### src/rtl/mem_stack_controller_pkg.sv
// Shared types and constants for the memory/stack controller.
// FLAG_SAVE_EN adds the three-word INT/RTI frame (flags + PC) and FSM state W2.
package mem_stack_controller_pkg;
    localparam int ADDR_W = 12;
    localparam int DATA_W = 16;
    localparam int PC_W   = 32;
    localparam int FLAG_W = 3;
    localparam logic [ADDR_W-1:0] STACK_TOP = 12'hFFF;

    typedef enum logic [3:0] {
        OP_NONE  = 4'd0,
        OP_LOAD  = 4'd1,
        OP_STORE = 4'd2,
        OP_PUSH  = 4'd3,
        OP_POP   = 4'd4,
        OP_CALL  = 4'd5,
        OP_RET   = 4'd6,
        OP_INT   = 4'd7,
        OP_RTI   = 4'd8
    } req_op_e;

`ifdef FLAG_SAVE_EN
    typedef enum logic [1:0] {S_IDLE = 2'd0, S_W1 = 2'd1, S_W2 = 2'd2} state_e;
`else
    typedef enum logic [1:0] {S_IDLE = 2'd0, S_W1 = 2'd1} state_e;
`endif

    // Unknown opcodes collapse to NONE; without flag saving INT/RTI alias CALL/RET.
    function automatic req_op_e decode_op(input logic [3:0] op);
        case (op)
            4'd1:    return OP_LOAD;
            4'd2:    return OP_STORE;
            4'd3:    return OP_PUSH;
            4'd4:    return OP_POP;
            4'd5:    return OP_CALL;
            4'd6:    return OP_RET;
`ifdef FLAG_SAVE_EN
            4'd7:    return OP_INT;
            4'd8:    return OP_RTI;
`else
            4'd7:    return OP_CALL;
            4'd8:    return OP_RET;
`endif
            default: return OP_NONE;
        endcase
    endfunction
endpackage

### src/rtl/mem_stack_controller_stack_pointer.sv
// Downward-growing stack pointer, modulo 4096, with sticky wrap error.
module stack_pointer
    import mem_stack_controller_pkg::*;
(
    input  logic              clk,
    input  logic              reset,
    input  logic              i_en,
    input  logic              i_inc,
    input  logic [1:0]        i_step,
    output logic [ADDR_W-1:0] o_sp,
    output logic [ADDR_W-1:0] o_sp_p1,
    output logic [ADDR_W-1:0] o_sp_p2,
    output logic              o_err
);
    logic [ADDR_W-1:0] r_sp;
    logic              r_err;
    logic [ADDR_W:0]   w_sum;
    logic [ADDR_W-1:0] w_step;
    logic              w_wrap;

    assign w_step = {{(ADDR_W-2){1'b0}}, i_step};
    assign w_sum  = {1'b0, r_sp} + {1'b0, w_step};
    // Carry out on increment, or a step larger than SP on decrement, means a wrap.
    assign w_wrap = i_inc ? w_sum[ADDR_W] : (w_step > r_sp);

    always_ff @(posedge clk or negedge reset) begin
        if (!reset) begin
            r_sp  <= STACK_TOP;
            r_err <= 1'b0;
        end else if (i_en) begin
            r_sp  <= i_inc ? w_sum[ADDR_W-1:0] : (r_sp - w_step);
            r_err <= r_err | w_wrap;
        end
    end

    assign o_sp    = r_sp;
    assign o_sp_p1 = r_sp + 12'd1;
    assign o_sp_p2 = r_sp + 12'd2;
    assign o_err   = r_err;
endmodule

### src/rtl/mem_stack_controller.sv
// MEM-stage data-memory and stack controller: LOAD/STORE/PUSH/POP single-cycle,
// CALL/RET two-cycle, INT/RTI three-cycle when FLAG_SAVE_EN is defined.
module mem_stack_controller
    import mem_stack_controller_pkg::*;
(
    input  logic              clk,
    input  logic              reset,
    input  logic              req_valid,
    input  logic [3:0]        req_op,
    input  logic [15:0]       alu_addr,
    input  logic [15:0]       wr_data,
    input  logic [31:0]       pc_save,
    input  logic [2:0]        flags_in,
    input  logic [15:0]       dmem_rdata,
    output logic [11:0]       dmem_addr,
    output logic              dmem_we,
    output logic [15:0]       dmem_wdata,
    output logic              stall,
    output logic [15:0]       load_data,
    output logic [31:0]       pc_restore,
    output logic              pc_restore_valid,
    output logic [2:0]        flags_restore,
    output logic              flags_restore_valid,
    output logic [11:0]       sp_out,
    output logic              stack_err
);
    state_e            r_state, w_next;
    req_op_e           r_op, w_req_op;
    logic [PC_W-1:0]   r_pc;
    logic [DATA_W-1:0] r_lo, r_load_data;
    logic [PC_W-1:0]   r_pc_restore;
    logic              r_pc_valid;
    logic [ADDR_W-1:0] w_sp, w_sp_p1, w_sp_p2, w_sp_m1;
    logic              w_sp_en, w_sp_inc;
    logic [1:0]        w_sp_step;
    logic              w_ld_en, w_lo_en, w_ret_done;

    assign w_req_op = req_valid ? decode_op(req_op) : OP_NONE;
    assign w_sp_m1  = w_sp - 12'd1;

    stack_pointer u_sp (
        .clk     (clk),
        .reset   (reset),
        .i_en    (w_sp_en),
        .i_inc   (w_sp_inc),
        .i_step  (w_sp_step),
        .o_sp    (w_sp),
        .o_sp_p1 (w_sp_p1),
        .o_sp_p2 (w_sp_p2),
        .o_err   (stack_err)
    );

`ifdef FLAG_SAVE_EN
    logic [DATA_W-1:0] r_hi;
    logic [FLAG_W-1:0] r_flags_restore;
    logic              r_flags_valid;
    logic              w_hi_en, w_rti_done;
    logic [ADDR_W-1:0] w_sp_m2, w_sp_p3;
    assign w_sp_m2 = w_sp - 12'd2;
    assign w_sp_p3 = w_sp + 12'd3;
`else
    logic w_unused;
    assign w_unused = ^{flags_in, r_pc[31:16], alu_addr[15:12]};
`endif

    always_ff @(posedge clk or negedge reset) begin
        if (!reset) r_state <= S_IDLE;
        else        r_state <= w_next;
    end

    always_comb begin
        w_next     = r_state;
        dmem_addr  = w_sp;
        dmem_we    = 1'b0;
        dmem_wdata = '0;
        stall      = 1'b0;
        w_sp_en    = 1'b0;
        w_sp_inc   = 1'b0;
        w_sp_step  = 2'd1;
        w_ld_en    = 1'b0;
        w_lo_en    = 1'b0;
        w_ret_done = 1'b0;
`ifdef FLAG_SAVE_EN
        w_hi_en    = 1'b0;
        w_rti_done = 1'b0;
`endif
        case (r_state)
            S_IDLE: begin
                case (w_req_op)
                    OP_LOAD:  begin dmem_addr = alu_addr[11:0]; w_ld_en = 1'b1; end
                    OP_STORE: begin dmem_addr = alu_addr[11:0]; dmem_we = 1'b1; dmem_wdata = wr_data; end
                    OP_PUSH:  begin dmem_we = 1'b1; dmem_wdata = wr_data; w_sp_en = 1'b1; end
                    OP_POP:   begin dmem_addr = w_sp_p1; w_ld_en = 1'b1; w_sp_en = 1'b1; w_sp_inc = 1'b1; end
                    OP_CALL:  begin dmem_we = 1'b1; dmem_wdata = pc_save[31:16]; stall = 1'b1; w_next = S_W1; end
                    OP_RET:   begin dmem_addr = w_sp_p1; w_lo_en = 1'b1; stall = 1'b1; w_next = S_W1; end
`ifdef FLAG_SAVE_EN
                    OP_INT:   begin dmem_we = 1'b1; dmem_wdata = {13'b0, flags_in}; stall = 1'b1; w_next = S_W1; end
                    OP_RTI:   begin dmem_addr = w_sp_p1; w_lo_en = 1'b1; stall = 1'b1; w_next = S_W1; end
`endif
                    default: ;
                endcase
            end
            S_W1: begin
                w_next = S_IDLE;
                case (r_op)
                    OP_CALL: begin
                        dmem_addr = w_sp_m1; dmem_we = 1'b1; dmem_wdata = r_pc[15:0];
                        w_sp_en = 1'b1; w_sp_step = 2'd2;
                    end
                    OP_RET: begin
                        dmem_addr = w_sp_p2; w_ret_done = 1'b1;
                        w_sp_en = 1'b1; w_sp_inc = 1'b1; w_sp_step = 2'd2;
                    end
`ifdef FLAG_SAVE_EN
                    OP_INT: begin
                        dmem_addr = w_sp_m1; dmem_we = 1'b1; dmem_wdata = r_pc[31:16];
                        stall = 1'b1; w_next = S_W2;
                    end
                    OP_RTI: begin dmem_addr = w_sp_p2; w_hi_en = 1'b1; stall = 1'b1; w_next = S_W2; end
`endif
                    default: ;
                endcase
            end
`ifdef FLAG_SAVE_EN
            S_W2: begin
                w_next = S_IDLE;
                case (r_op)
                    OP_INT: begin
                        dmem_addr = w_sp_m2; dmem_we = 1'b1; dmem_wdata = r_pc[15:0];
                        w_sp_en = 1'b1; w_sp_step = 2'd3;
                    end
                    OP_RTI: begin
                        dmem_addr = w_sp_p3; w_rti_done = 1'b1;
                        w_sp_en = 1'b1; w_sp_inc = 1'b1; w_sp_step = 2'd3;
                    end
                    default: ;
                endcase
            end
`endif
            default: w_next = S_IDLE;
        endcase
    end

    // The request is latched every IDLE cycle so W1/W2 work from the held copy.
    always_ff @(posedge clk or negedge reset) begin
        if (!reset) begin
            r_op         <= OP_NONE;
            r_pc         <= '0;
            r_lo         <= '0;
            r_load_data  <= '0;
            r_pc_restore <= '0;
            r_pc_valid   <= 1'b0;
        end else begin
            if (r_state == S_IDLE) begin
                r_op <= w_req_op;
                r_pc <= pc_save;
            end
            if (w_ld_en)    r_load_data  <= dmem_rdata;
            if (w_lo_en)    r_lo         <= dmem_rdata;
            if (w_ret_done) r_pc_restore <= {dmem_rdata, r_lo};
`ifdef FLAG_SAVE_EN
            if (w_rti_done) r_pc_restore <= {r_hi, r_lo};
            r_pc_valid <= w_ret_done | w_rti_done;
`else
            r_pc_valid <= w_ret_done;
`endif
        end
    end

`ifdef FLAG_SAVE_EN
    always_ff @(posedge clk or negedge reset) begin
        if (!reset) begin
            r_hi            <= '0;
            r_flags_restore <= '0;
            r_flags_valid   <= 1'b0;
        end else begin
            if (w_hi_en)    r_hi            <= dmem_rdata;
            if (w_rti_done) r_flags_restore <= dmem_rdata[2:0];
            r_flags_valid <= w_rti_done;
        end
    end
    assign flags_restore       = r_flags_restore;
    assign flags_restore_valid = r_flags_valid;
`else
    assign flags_restore       = '0;
    assign flags_restore_valid = 1'b0;
`endif

    assign load_data        = r_load_data;
    assign pc_restore       = r_pc_restore;
    assign pc_restore_valid = r_pc_valid;
    assign sp_out           = w_sp;
endmodule

### config.mk
export PLATFORM = sky130hd
export DESIGN_NAME = mem_stack_controller
export DESIGN_NICKNAME = d
export VERILOG_FILES = /design/src/rtl/mem_stack_controller_pkg.sv /design/src/rtl/mem_stack_controller_stack_pointer.sv /design/src/rtl/mem_stack_controller.sv
export SDC_FILE = /design/constraint.sdc
export NUM_CORES = 1
export LEC_CHECK = 0
export BUFFER_PORTS_ARGS = -buffer_cell sky130_fd_sc_hd__buf_2
export CAP_MARGIN = 20
export CORE_MARGIN = 5
export CORE_UTILIZATION = 40
export CTS_CLUSTER_DIAMETER = 50
export DETAILED_ROUTE_END_ITERATION = 10
export PLACE_DENSITY = 0.66
export SLEW_MARGIN = 20
export SYNTH_ARGS = -nofsm -noshare
export SYNTH_HDL_FRONTEND = slang
export SYNTH_SLANG_ARGS = --single-unit
export TNS_END_PERCENT = 20
### constraint.sdc
create_clock -name clk -period 7.55 [get_ports clk]
set_input_delay 1.8875 -clock clk [delete_from_list [all_inputs] [get_ports clk]]
set_output_delay 1.8875 -clock clk [all_outputs]
set_load 0.005 [all_outputs]
==> results of run 1 <==
[registers in the layout, summed over array words and instances (netlist names)]
name,flops
r_op,3
u_sp.o_sp,12
r_lo,16
u_sp.o_err,1
r_pc,16
r_state,1
pc_restore,32
load_data,16
pc_restore_valid,1
[per-layer routing]
layer | track usage [%] | up-vias | share of wire, % | wire, um
met5 | 0 | - | 0 | 0
met4 | 5.11 | 0 | 1.3 | 197
met3 | 5.84 | 13 | 9.7 | 1450
met2 | 30.8 | 193 | 48 | 7210
met1 | 22.7 | 2214 | 41 | 6060
li1 | - | 2125 | - | -
[area by class of cell]
class | instances | area [um2]
Multi-Input combinational cell | 329 | 2720
Sequential cell | 98 | 2470
Inverter | 26 | 97.6
Timing Repair Buffer | 181 | 933
Clock inverter | 4 | 33.8
Fill cell | 1250 | 6620
Tap cell | 176 | 220
Clock buffer | 12 | 256
[where the power goes]
| group | switching, uW | leakage (uW) | internal (uW) |
|---|---|---|---|
| clock | 198 | 0.000145 | 245 |
| combinational | 237 | 0.00193 | 218 |
| sequential | 119 | 0.00121 | 623 |
[path summary, 6_finish.rpt]
kind | startpoint | end | slack, ns | depth (start not counted)
hold / removal | u_sp.o_err$_DFFE_PN0P_ | u_sp.o_err$_DFFE_PN0P_ | 0.48 | 1
min in group asynchronous | reset | load_data[13]$_DFFE_PN0P_ | 1.51 | 1
max in group asynchronous | reset | r_op[2]$_DFFE_PN0N_ | 4.92 | 2
setup / recovery | req_valid | dmem_wdata[2] | 1.93 | 7
setup reg to reg | r_op[1]$_DFFE_PN0N_ | u_sp.o_sp[8]$_DFFE_PN1P_ | 4.90 | 8
hold reg to reg | u_sp.o_err$_DFFE_PN0P_ | u_sp.o_err$_DFFE_PN0P_ | 0.48 | 1
[per-stage QoR]
stage / utilization, % / instance area (um2) / total power (uW) / std cells
after floorplan: - / 5510 / 1000 / 495
after global placement: 48.1 / 6420 / 1180 / 809
after detailed placement: 48.2 / 6440 / 1200 / 810
after CTS: 50.4 / 6730 / 1650 / 826
after global routing: 50.4 / 6730 / 1740 / 826
final: 50.4 / 6730 / 1640 / 826
[cell families (layout without fill, tap and decap cells)]
group	count (synthesis)	after routing
muxes	84	84
buffers and inverters	68	223
xor gates and xnor gates	22	22
other	1	4
DFF	98	98
and+or+nand+nor	111	111
adders and majority gates	11	11
AOI/OAI and AO/OA	97	97
[synth_stat cells (8+ instances only)]
cell      instances
ha_1              9
buf_2             9
dfstp_2          12
a222oi_1         16
inv_1            26
dfrtp_1          86
clkbuf_1         17
a21oi_1          13
mux2_1            8
xnor2_1          16
nor2_1           15
nor3_1           13
o21ai_0          12
nand2_1          23
mux2_2           72
==> flow_summary.json, run 1 <==
{
  "grt_max_degree": 60,
  "async_flop_share_pct": 100,
  "htree_levels": 3,
  "diodes": 0,
  "final_nets": 746,
  "cts_buffer_depth": 2,
  "crit_arrival_ns": 3.73,
  "seq_area_frac_synth_pct": 44.9,
  "hold_slack_ns": 0.479,
  "path_cells": "buf_2 -> nand2b_1 -> nor2_1 -> and3_1 -> a222oi_1 -> inv_1 -> buf_2",
  "synthSimpleGateAreaFrac_pct": 12.2,
  "post-route-drc-count": 0,
  "ir_drop_uv": 122,
  "power_density_nw_per_um2": 244,
  "path_buf_inv": 3,
  "path_delay_family": "simple AND/OR/NAND/NOR gates",
  "synth_cell_types": 71,
  "slew_headroom_pct": 44.9,
  "final_max_slew_viol_count": 0,
  "clk_latency_ns": 0.34,
  "ant_nets": 0,
  "synthFlopType": "dfrtp_1",
  "path_common_cell": "buf_2",
  "place.port_buffers": 174,
  "drt_iter0_markers": 489,
  "grt_use_total_pct": 18.3,
  "postCtsHoldBufs": 0,
  "required_ns": 5.66,
  "initial_core_util_pct": 41.2,
  "die_h_um": 127,
  "num_io_pins": 186,
  "fmax_mhz": 178,
  "numCtsBuffers": 9,
  "dr_total_vias": 4545,
  "cp_max_fo": 19,
  "hold_viol": 0,
  "cp_slowest_stage_delay_ns": 0.68,
  "synth_edf_count": 0,
  "die_area_um2": 16200,
  "dp_slack_ns": 1.92,
  "wl_um": 14900,
  "cp-start-kind": "input pin",
  "gp_congestion": 0.930,
  "wl_per_cell_um": 18.1,
  "synth_top_family_by_area": "multiplexers",
  "grt_overflow": 0,
  "rsz0062_at_grt": "no",
  "worst_path_max_delay_cell": "and3_1",
  "cts_tree": "built",
  "syn_area_um2": 5490,
  "die_w_um": 127,
  "drv_cap": 0,
  "period_share_pct": 74.4,
  "synth_top_area_share_pct": 39.2,
  "timing.final.ws_setup_ns": 1.93,
  "post_cts_buffers": 0,
  "layout_common_cells": "buf_2 (173), dfrtp_1 (86), mux2_2 (72), inv_1 (26), nand2_1 (23)",
  "synthCells": 492,
  "synthAdderAreaFrac_pct": 2.78,
  "core_um2": 13300,
  "endpoint_kind": "primary output",
  "finalSetupViolations": 0,
  "root_buffer": "clkbuf_16",
  "grt_pass1_vias": 4674,
  "finalClockSkew_ns": 0.00856,
  "period_minus_slack_ns": 5.62,
  "cts-resized-gates": 0,
  "layout-drive-gt1-share_pct": 45.4,
  "synth_area_leaders": "dfrtp_1 (39%), mux2_2 (15%), dfstp_2 (5.7%), a222oi_1 (2.9%), xnor2_1 (2.6%)",
  "ys_seq_elements": 98,
  "via_per_inst": 5.50,
  "path_class": "in -> out",
  "yosys_warnings": 0,
  "yosys.area.top_type": "dfrtp_1",
  "synth_xor_area_share_pct": 3.51,
  "final_common_cell": "buf_2",
  "grt_pass1_wl_um": 24000,
  "power_leakage_uw": 0.00329,
  "hp-class": "reg -> reg",
  "clk_pin_slew_worst_paths_ns": 0.06,
  "synth_mux_area_share_pct": 17.1,
  "clock-sinks": 98,
  "synth-compound-area-share_pct": 13.6,
  "worstMarginPinSlew_ns": 0.823,
  "syn_to_final_growth_pct": 22.5,
  "syn_avg_cell_area_um2": 11.2,
  "outcome": "finished, final reports clean",
  "fin_tns_setup_ns": 0,
  "drt_first_pass_iters": 5,
  "antenna_found_initial": 0,
  "rows": 42,
  "post-dp-hpwl_um": 11200
}
No activity file was read; power rests on OpenSTA's default activity.
==> run 2: changes to the inputs <==
Clock period 7.55 ns to 5.3 ns, I/O delays scaled along.
==> flow_summary.json, run 2 (same netlist as run 1, synthesis figures left out) <==
{
  "outcome": "finished, final reports clean",
  "wl_um": 14800,
  "worstMarginPinSlew_ns": 0.796,
  "antenna_found_initial": 0,
  "drt_first_pass_iters": 5,
  "final_core_util_pct": 50.5,
  "root_buffer": "clkbuf_16",
  "largest_reg_flops": 32,
  "finalSetupViolations": 0,
  "cp-start-kind": "input pin",
  "grt_use_total_pct": 18.6,
  "crit_arrival_ns": 3.12,
  "r2r_cells": 8,
  "grt_max_degree": 54,
  "cts_tree": "built",
  "fmax_mhz": 225,
  "place.port_buffers": 174,
  "fin_tns_setup_ns": 0,
  "postCtsHoldBufs": 0,
  "post-dp-hpwl_um": 11200,
  "ff_latch_area_um2": 2470,
  "layout_common_cells": "buf_2 (173), dfrtp_1 (86), mux2_2 (72), inv_1 (26), nand2_1 (23)",
  "path_class": "in -> out",
  "clk_latency_ns": 0.34,
  "layout-drive-gt1-share_pct": 45.5,
  "rows": 42,
  "hold_viol": 0,
  "multi_input_area_um2": 2720,
  "rsz0062_at_grt": "no",
  "die_h_um": 127,
  "period_minus_slack_ns": 4.44,
  "clock-sinks": 98,
  "endpoint_kind": "primary output",
  "final_common_cell": "buf_2",
  "post_cts_buffers": 0,
  "ant_nets": 0,
  "cts_buffer_depth": 2,
  "drt_iter0_markers": 443,
  "r2r_start": "r_state[0]$_DFFE_PN0P_",
  "htree_levels": 3,
  "die_area_um2": 16200,
  "power_leakage_uw": 0.00329,
  "hold_start": "r_lo[10]$_DFFE_PN0P_",
  "final_nets": 746,
  "final_max_slew_viol_count": 0,
  "clk_pin_slew_worst_paths_ns": 0.07,
  "dr_total_vias": 4689,
  "power_density_nw_per_um2": 350,
  "timing.rr.end": "u_sp.o_sp[8]$_DFFE_PN1P_",
  "grt_pass1_wl_um": 24600,
  "required_ns": 3.97,
  "ir_drop_uv": 167,
  "period_share_pct": 83.8,
  "slew_headroom_pct": 46.7,
  "wl_per_cell_um": 18.0,
  "numCtsBuffers": 9,
  "grt_pass1_vias": 4780,
  "placedCellCount": 810,
  "via_per_inst": 5.68,
  "num_io_pins": 186,
  "cp_max_fo": 19,
  "die_w_um": 127,
  "syn_to_final_growth_pct": 22.7,
  "grt_overflow": 0,
  "finalNonFillerCells": 826,
  "core_um2": 13300,
  "drv_cap": 0,
  "holdPathEnd": "r_lo[10]$_DFFE_PN0P_",
  "fillers": 1240,
  "crit_start": "req_valid",
  "finalClockSkew_ns": 0.00621,
  "gp_congestion": 0.926,
  "holdPathStages": 1,
  "initial_core_util_pct": 41.2,
  "ff2ff_setup_slack_ns": 2.65,
  "timing.final.ws_setup_ns": 0.858,
  "post-route-drc-count": 0,
  "diodes": 0,
  "cts-resized-gates": 0,
  "dp_slack_ns": 0.800,
  "hp-class": "reg -> reg"
}
-- run 2: area by class of cell --
type	instances	share of cell area [%]
well taps	176	3.27
clock inverters	7	1.13
clock buffers	9	3.34
inverters	26	1.45
repair buffers	181	13.9
flip-flops and latches	98	36.6
multi-input cells	329	40.3
-- run 2: routing by layer --
| layer | GRT usage [%] | share of wire [%] | vias to the layer above |
|---|---|---|---|
| met3 | 4.88 | 9.2 | 33 |
| li1 | - | - | 2120 |
| met2 | 30.8 | 48 | 246 |
| met5 | 0 | 0 | - |
| met1 | 23.6 | 40 | 2290 |
| met4 | 6.88 | 2.4 | 0 |
-- run 2: how the worst max path moves through the flow --
stage	to	slack (ns)	cells after the start
final	dmem_wdata[2]	0.86	7
after global routing	dmem_wdata[0]	0.68	7
after CTS	dmem_wdata[2]	0.84	7
after detailed placement	dmem_wdata[2]	0.80	7
after global placement	dmem_wdata[2]	0.90	7
after floorplan	dmem_addr[11]	1.22	7
-- run 2: critical path, cell delays in order --
cell and delay, ns:
buf_2 0.14, nand2b_1 0.22, nor2_1 0.27, and3_1 0.67
a222oi_1 0.28, inv_1 0.09, buf_2 0.11
-- run 2: report_power, final --
part	switching [uW]	internal, uW	total (uW)
clock network	287	371	658
registers	170	888	1060
logic	334	311	645
total	791	1570	2360
-- run 2: metrics by stage --
stage | cell area (um2) | hold WS [ns] | total power [uW]
final | 6740 | 0.483 | 2360
after global routing | 6740 | 0.506 | 2520
after CTS | 6740 | 0.487 | 2380
after detailed placement | 6440 | 0.471 | 1710
after global placement | 6420 | 0.463 | 1690
after floorplan | 5510 | 0.454 | 1430
